## src/rtl/led_sequence_driver.sv

```systemverilog
// Drives the four color LEDs from controller requests: one-hot item display or an all-LED flash, each followed by an off gap and a done pulse.
// Optional ERROR_BLINK_EN: the flash repeats as three on/off pairs before done.
module led_sequence_driver #(
  parameter int COLOR_CODEFY_W = 2,
  parameter int FAST_ON_CYCLES = 10,
  parameter int SLOW_ON_CYCLES = 25,
  parameter int GAP_CYCLES     = 5,
  parameter int FLASH_CYCLES   = 20,
  parameter int CNT_W          = 8
) (
  input  logic                      clk,
  input  logic                      rst_n,
  input  logic [COLOR_CODEFY_W-1:0] color_in,
  input  logic                      speed,
  input  logic                      enable_led,
  input  logic                      all_leds,
  output logic                      ready,
  output logic                      done,
  output logic                      led_green,
  output logic                      led_red,
  output logic                      led_blue,
  output logic                      led_yellow
);

  typedef enum logic [1:0] {IDLE, SHOW, FLASH, GAP} state_t;

  state_t           state, state_n;
  logic [CNT_W-1:0] timer, timer_n;
  logic [3:0]       leds, leds_n;
  logic             done_r, done_n;
  logic             ready_r, ready_n;
`ifdef ERROR_BLINK_EN
  logic [1:0]       rep, rep_n;
  logic             flashing, flashing_n;
`endif

  // Every output is computed one cycle ahead and registered with the state.
  always_comb begin
    state_n = state;
    timer_n = timer;
    leds_n  = leds;
    done_n  = 1'b0;
    ready_n = 1'b0;
`ifdef ERROR_BLINK_EN
    rep_n      = rep;
    flashing_n = flashing;
`endif
    case (state)
      IDLE: begin
        ready_n = 1'b1;
        leds_n  = '0;
        if (all_leds) begin
          state_n = FLASH;
          timer_n = CNT_W'(FLASH_CYCLES - 1);
          leds_n  = '1;
          ready_n = 1'b0;
`ifdef ERROR_BLINK_EN
          rep_n      = '0;
          flashing_n = 1'b1;
`endif
        end else if (enable_led) begin
          state_n = SHOW;
          timer_n = speed ? CNT_W'(FAST_ON_CYCLES - 1) : CNT_W'(SLOW_ON_CYCLES - 1);
          leds_n  = 4'b0001 << color_in;
          ready_n = 1'b0;
`ifdef ERROR_BLINK_EN
          flashing_n = 1'b0;
`endif
        end
      end
      SHOW, FLASH: begin
        if (timer == '0) begin
          state_n = GAP;
          timer_n = CNT_W'(GAP_CYCLES - 1);
          leds_n  = '0;
        end else begin
          timer_n = timer - CNT_W'(1);
        end
      end
      GAP: begin
        if (timer == '0) begin
`ifdef ERROR_BLINK_EN
          if (flashing && rep != 2'd2) begin
            rep_n   = rep + 2'd1;
            state_n = FLASH;
            timer_n = CNT_W'(FLASH_CYCLES - 1);
            leds_n  = '1;
          end else begin
            state_n = IDLE;
            done_n  = 1'b1;
            ready_n = 1'b1;
          end
`else
          state_n = IDLE;
          done_n  = 1'b1;
          ready_n = 1'b1;
`endif
        end else begin
          timer_n = timer - CNT_W'(1);
        end
      end
      default: begin
        state_n = IDLE;
        timer_n = '0;
        leds_n  = '0;
        ready_n = 1'b1;
      end
    endcase
  end

  always_ff @(posedge clk) begin
    if (!rst_n) begin
      state   <= IDLE;
      timer   <= '0;
      leds    <= '0;
      done_r  <= 1'b0;
      ready_r <= 1'b1;
`ifdef ERROR_BLINK_EN
      rep      <= '0;
      flashing <= 1'b0;
`endif
    end else begin
      state   <= state_n;
      timer   <= timer_n;
      leds    <= leds_n;
      done_r  <= done_n;
      ready_r <= ready_n;
`ifdef ERROR_BLINK_EN
      rep      <= rep_n;
      flashing <= flashing_n;
`endif
    end
  end

  assign ready      = ready_r;
  assign done       = done_r;
  assign led_green  = leds[0];
  assign led_red    = leds[1];
  assign led_blue   = leds[2];
  assign led_yellow = leds[3];

endmodule

```

## config.mk

```make
export PLATFORM = sky130hd
export DESIGN_NAME = led_sequence_driver
export DESIGN_NICKNAME = d
export VERILOG_FILES = /design/src/rtl/led_sequence_driver.sv
export SDC_FILE = /design/constraint.sdc
export NUM_CORES = 1
export LEC_CHECK = 0
export ABC_CLOCK_PERIOD_IN_PS = 3200
export CORE_ASPECT_RATIO = 0.9
export CORE_MARGIN = 2
export CORE_UTILIZATION = 40
export CTS_BUF_LIST = sky130_fd_sc_hd__clkbuf_4 sky130_fd_sc_hd__clkbuf_8 sky130_fd_sc_hd__clkbuf_16
export DETAILED_ROUTE_END_ITERATION = 16
export PLACE_DENSITY = 0.71
export SETUP_SLACK_MARGIN = 0.3
export SYNTH_ARGS = -nofsm -noshare
export SYNTH_HDL_FRONTEND = slang
export SYNTH_SLANG_ARGS = --single-unit
```

## constraint.sdc

```tcl
create_clock -name clk -period 3.2 [get_ports clk]
set_clock_uncertainty 0.05 [all_clocks]
set_input_delay 0.64 -clock clk [delete_from_list [all_inputs] [get_ports clk]]
set_output_delay 0.64 -clock clk [all_outputs]
set_load 0.005 [all_outputs]
```

==> qor.yml, run 1 <==
grt-ovfl-total: 0
largest_fanout_on_the_critical_path: 11
cts_sinks: 16
stdcell_count: 153
yosys_register_bits: 16
worst_pin_slew_ns: 0.650
post_route_cells_drive_above_1_share: 0.0635
area.sequential_sq_um: 320
placement_rows: 16
grt_pass1_vias: 710
globalRouteTotalUtil: 0.172
drv_cap: 0
maximum_number_of_pins_on_one_net_before_global_route_repair: 12
clock_path_buffers: 2
yosys_warnings: 0
drt-wirelength-per-cell_microns: 13.3
path_clk_slew_ns: 0.09
max_clock_freq_mhz: 470
placed_cells: 150
synthesized_nets: 124
dieHeight_microns: 49.2
postLayoutCoreUtil: 0.492
placedInstanceArea_sq_mm: 0.00104
filler_cell_count: 220
placeableCoreArea_sq_mm: 0.00216
grt_first_pass_wirelength_microns: 3480
netlist_instances: 113
timing.critical_path.from_type: "input port"
cts_tree: "done"
globalplace.congestion: 0.845
detail_route.drc_violations: 0
post_cts_buffers: 0
antenna_found_initial: 0
period_utilization_post_route: 0.664
dieWidth_microns: 54.2
outcome: "finished clean"
report.final.hold_viol_count: 0
tns_ns: 0
timing_max_transition_violations_final: 0
multiInputGateArea_sq_um: 523
first_pass_iters: 4
cts-buffers-inserted: 3
fin_area_sq_mm: 0.00106
area_growth_syn_to_layout_pct: 17.2
leakage_nw: 0.411
postCtsHoldBufs: 0
finish.net_count: 139
detail-route-antenna-nets: 0
io-pin-count: 13
worstSetupEndpointType: "register"
detail_route.vias_per_cell: 5.56
clkLatencyLatePin_ns: 0.29
dp_hpwl_microns: 1500
cts_resized: 0
power-per-cell-area_mw_per_mm2: 933
period_needed_ns: 2.13
htree_levels: 1
initial_utilization: 0.420
peak_ir_drop_on_the_vdd_network_mv: 0.472
critical_path_class: "input port to register"
part_of_the_yosys_area_used_for_sequential_elements: 0.353
clockRootBuffer: "clkbuf_4"
syn_area_sq_um: 908
drt-initial-drc-count: 28
portBuffers: 12
synth.distinct_cells: 28
cp_data_arrival_time_ns: 2.26
grt_setup_unrepaired: "false"
avgSynthCellArea_sq_um: 8.04
antenna_cells: 0
die-area_sq_mm: 0.00267
drt_wl_total_microns: 2030
timing.max_slew.rel_slack: 0.564
setup_violations: 0
dr_total_vias: 850
required_ns: 3.34
hold_class: "register to register"
==> through the flow <==
step	hold slack (ns)	setup slack, ns	total power, mW
global route	0.428	0.958	1.08
detailed placement	0.395	0.831	0.880
floorplan	0.398	1.59	0.729
global placement	0.392	0.887	0.863
CTS	0.408	1.09	0.989
finish	0.403	1.07	0.993
==> critical path: stages <==
cell and delay [ns]:
clkdlybuf4s50_1 0.68, inv_1 0.23, nor3_1 0.42, a21oi_1 0.12, o32ai_1 0.17
==> per-layer routing <==
layer | global-route usage | wire length [microns] | vias to the layer above
li1 | - | - | 433
met1 | 0.277 | 1010 | 380
met2 | 0.231 | 894 | 30
met3 | 0.0276 | 91 | 7
met4 | 0.0500 | 41 | 0
met5 | 0 | 0 | -
==> logic make-up after synthesis <==
group	after synthesis	synth area share
XOR/XNOR	2	0.0193
AND/OR/NAND/NOR	38	0.234
flip-flops	16	0.353
adder cells (fa/ha/maj)	4	0.0551
multiplexers	2	0.0220
AO/OA/AOI/OAI	37	0.245
buffers and inverters	14	0.0716
==> cell usage in the layout (no fill, tap or decap), drive strengths merged, types with 4 or more instances in the layout <==
master / instances
dfxtp: 16
a31oi: 5
ha: 4
inv: 12
clkdlybuf4s50: 12
o21ai: 11
nor2: 10
a21oi: 10
nor3: 5
nand2: 10
==> path summary, 6_finish.rpt <==
path,cells after the start,to,slack [ns],from
max,5,timer[6],1.07,rst_n
min,2,leds[3],0.40,leds[3]
max reg2reg,6,timer[4],1.26,state[0]
min reg2reg,2,leds[3],0.40,leds[3]
==> report_power, final <==
group	internal (mW)	switching, mW	total (mW)
Clock	0.0438	0.0626	0.106
Sequential	0.264	0.0541	0.318
Combinational	0.249	0.320	0.569
==> flip-flops by register name, summed over array words and instances, names as in the netlist <==
| register | count |
|---|---|
| timer | 8 |
| ready | 1 |
| leds | 4 |
| state | 2 |
| done | 1 |
==> synth_stat cells <==
library cell / instances / area (sq um)
ha_1: 4 / 50.1
o21a_1: 1 / 7.51
nor3_2: 1 / 10.0
nor4b_4: 1 / 23.8
o21ai_0: 11 / 55.1
a21oi_1: 10 / 50.1
nand3b_1: 2 / 15.0
o211ai_1: 1 / 7.51
o32ai_1: 2 / 17.5
o22ai_1: 3 / 18.8
a22o_2: 2 / 20.0
and4bb_2: 1 / 12.5
xor2_1: 2 / 17.5
a31oi_1: 5 / 31.3
a22oi_1: 2 / 15.0
dfxtp_1: 16 / 320
nor3_1: 4 / 20.0
mux2i_1: 2 / 20.0
inv_1: 12 / 45.0
nand2_1: 10 / 37.5
nand2b_1: 1 / 6.26
nor2b_1: 1 / 6.26
nor3b_1: 3 / 22.5
nor2_1: 10 / 37.5
and3_1: 1 / 6.26
dlygate4sd1_1: 1 / 8.76
nand3_1: 3 / 15.0
buf_6: 1 / 11.3
==> cell type report <==
class,count,share of cell area
Clock buffer,3,0.0212
Inverter,12,0.0423
Multi-Input combinational cell,83,0.491
Sequential cell,16,0.301
Tap cell,27,0.0317
Timing Repair Buffer,12,0.113
No activity file was read; power rests on OpenSTA's default activity.
==> run 2, diff against run 1 <==
- ABC_CLOCK_PERIOD_IN_PS: 3200 -> 1800
- PLACE_DENSITY: 0.71 -> 0.73
- clock period: 3.2 -> 1.8 ns (I/O delays scaled with it)
==> qor.yml, run 2 (same netlist as run 1, synthesis figures left out) <==
power.total_mw: 2.26  # +130%
slowest_delay_ns: 0.35  # -0.33 ns
period_utilization_post_route: 0.867
cpMaxStageDelayCell: "dfxtp_2"
finish.net_count: 154  # +11%
tns_ns: 0  # unchanged
peak_ir_drop_on_the_vdd_network_mv: 1.00  # +110%
drt-wirelength-per-cell_microns: 13.7  # +2.7%
globalRouteTotalUtil: 0.196  # +0.0234
postLayoutCoreUtil: 0.611  # +0.119
dpl_worst_slack_ns: -0.118  # -0.949 ns
clkLatencyLatePin_ns: 0.29  # about the same
antenna_cells: 0  # unchanged
area_growth_syn_to_layout_pct: 45.5
cts_sinks: 16  # unchanged
placeableCoreArea_sq_mm: 0.00216  # unchanged
detail-route-antenna-nets: 0  # unchanged
largest_register_ffs: 8  # unchanged
detailroute.wirelength.met3_microns: 132  # +45%
dp_hpwl_microns: 1600  # +6.6%
hold_class: "register to register"
wl_met2_microns: 1130  # +27%
path_clk_slew_ns: 0.10  # about the same
grt_setup_unrepaired: "true"
largest_fanout_on_the_critical_path: 7  # -4
report.final.hold_viol_count: 0  # unchanged
mostFrequentLayoutCells: "buf_4, o21ai_0, inv_1, nand2_1"
clock_path_buffers: 2  # unchanged
registers.top_by_ff_count: "timer"
placement_rows: 16  # unchanged
detail_route.drc_violations: 0  # unchanged
maximum_number_of_pins_on_one_net_before_global_route_repair: 11  # -1
dieHeight_microns: 49.2  # unchanged
stdcell_count: 169  # +10%
power-per-cell-area_mw_per_mm2: 1710  # +83%
timing.max_slew.rel_slack: 0.784  # +0.220
cp_data_arrival_time_ns: 1.70  # -0.56 ns
layout_commonest_cell: "buf_4"
first_pass_iters: 4  # unchanged
timing_max_transition_violations_final: 0  # unchanged
period_needed_ns: 1.56
globalplace.congestion: 0.797  # -5.6%
setup_violations: 0  # unchanged
grt_first_pass_wirelength_microns: 3880  # +12%
cts-buffers-inserted: 3  # unchanged
post_route_cells_drive_above_1_share: 0.373  # +0.310
required_ns: 1.94  # -1.40 ns
worstSetupEndpointType: "register"
placed_cells: 160  # +6.7%
dieWidth_microns: 54.2  # unchanged
worst_slack_ns: 0.240  # -0.834 ns
clockRootBuffer: "clkbuf_4"
die-area_sq_mm: 0.00267  # unchanged
leakage_nw: 0.535  # +30%
grt-ovfl-total: 0  # unchanged
cts_tree: "done"
htree_levels: 1  # unchanged
max_clock_freq_mhz: 641
route.layer.met1.wl_microns: 1040  # +3.7%
timing.critical_path.from_type: "register"
timing.critical_path.cells: "inv_4 > ha_4 > nor4b_4 > buf_6 > a21oi_4 > o21a_1 > a22o_2"
worst_pin_slew_ns: 0.324  # -0.326 ns
detail_route.vias_per_cell: 5.40  # -2.9%
initial_utilization: 0.420  # unchanged
antenna_found_initial: 0  # unchanged
dr_total_vias: 912  # +7.3%
critical_path_class: "register to register"
drt-initial-drc-count: 27  # -3.6%
r2r_setup_slack_ns: 0.24  # -1.02 ns
routed.top_layer: "met3"
portBuffers: 12  # unchanged
outcome: "finished clean"
biggestRegsByFlops: "timer x8, leds x4, state x2"
io-pin-count: 13  # unchanged
grt_pass1_vias: 836  # +18%
drv_cap: 0  # unchanged
drt_wl_total_microns: 2310  # +13%
[run 2: per-layer routing]
layer / global-route usage / up-vias
met5: 0 / -
met3: 0.0552 / 0
met1: 0.291 / 432
met2: 0.285 / 19
li1: - / 461
met4: 0.0250 / 0
[run 2: layout make-up]
cell class / instances / area (sq um)
clock buffers: 4 / 36.3
fillers: 201 / 841
inverters: 12 / 47.5
multi-input cells: 83 / 644
flip-flops and latches: 16 / 330
well taps: 27 / 33.8
repair buffers: 27 / 229
[run 2: final timing paths]
path,start,endpoint,cells past startpoint
worst max-delay path,timer[0],state[1],7
worst min-delay path,leds[1],leds[1],2
worst max register to register,timer[0],state[1],7
worst min register to register,leds[1],leds[1],2
[run 2: per-stage QoR]
stage	hold slack (ns)	instance area (sq um)
finish	0.402	1320
global route	0.424	1320
CTS	0.405	1280
detailed placement	0.395	1140
global placement	0.389	1140
floorplan	0.398	930
[run 2: timing repair]
item                                    in CTS  in global routing
resized for setup                           22                 13
pin swaps                                    4                  7
setup buffers                                5                  0
endpoints found under the setup margin      21                 14
hold buffers                                 0                  0
[run 2: critical path: cells and delay by family, from the launching register on]
kind                       cells  cell delay [ns]
buffers and inverters          2             0.25
adders and majority gates      1             0.13
and+or+nand+nor                1             0.19
DFF                            1             0.35
AOI/OAI and AO/OA              3             0.49
[run 2: where the power goes]
group          internal [mW]  total (mW)  switching [mW]
clock network          0.123       0.237           0.113
registers              0.484       0.583          0.0981
logic                  0.674        1.44           0.763
total                   1.28        2.26           0.974
==> run 3, diff against run 2 <==
- GPL_ROUTABILITY_DRIVEN: unset -> 0
==> results of run 3 <==
Same layout as run 2: the final DEF is identical, and so are final timing and power.
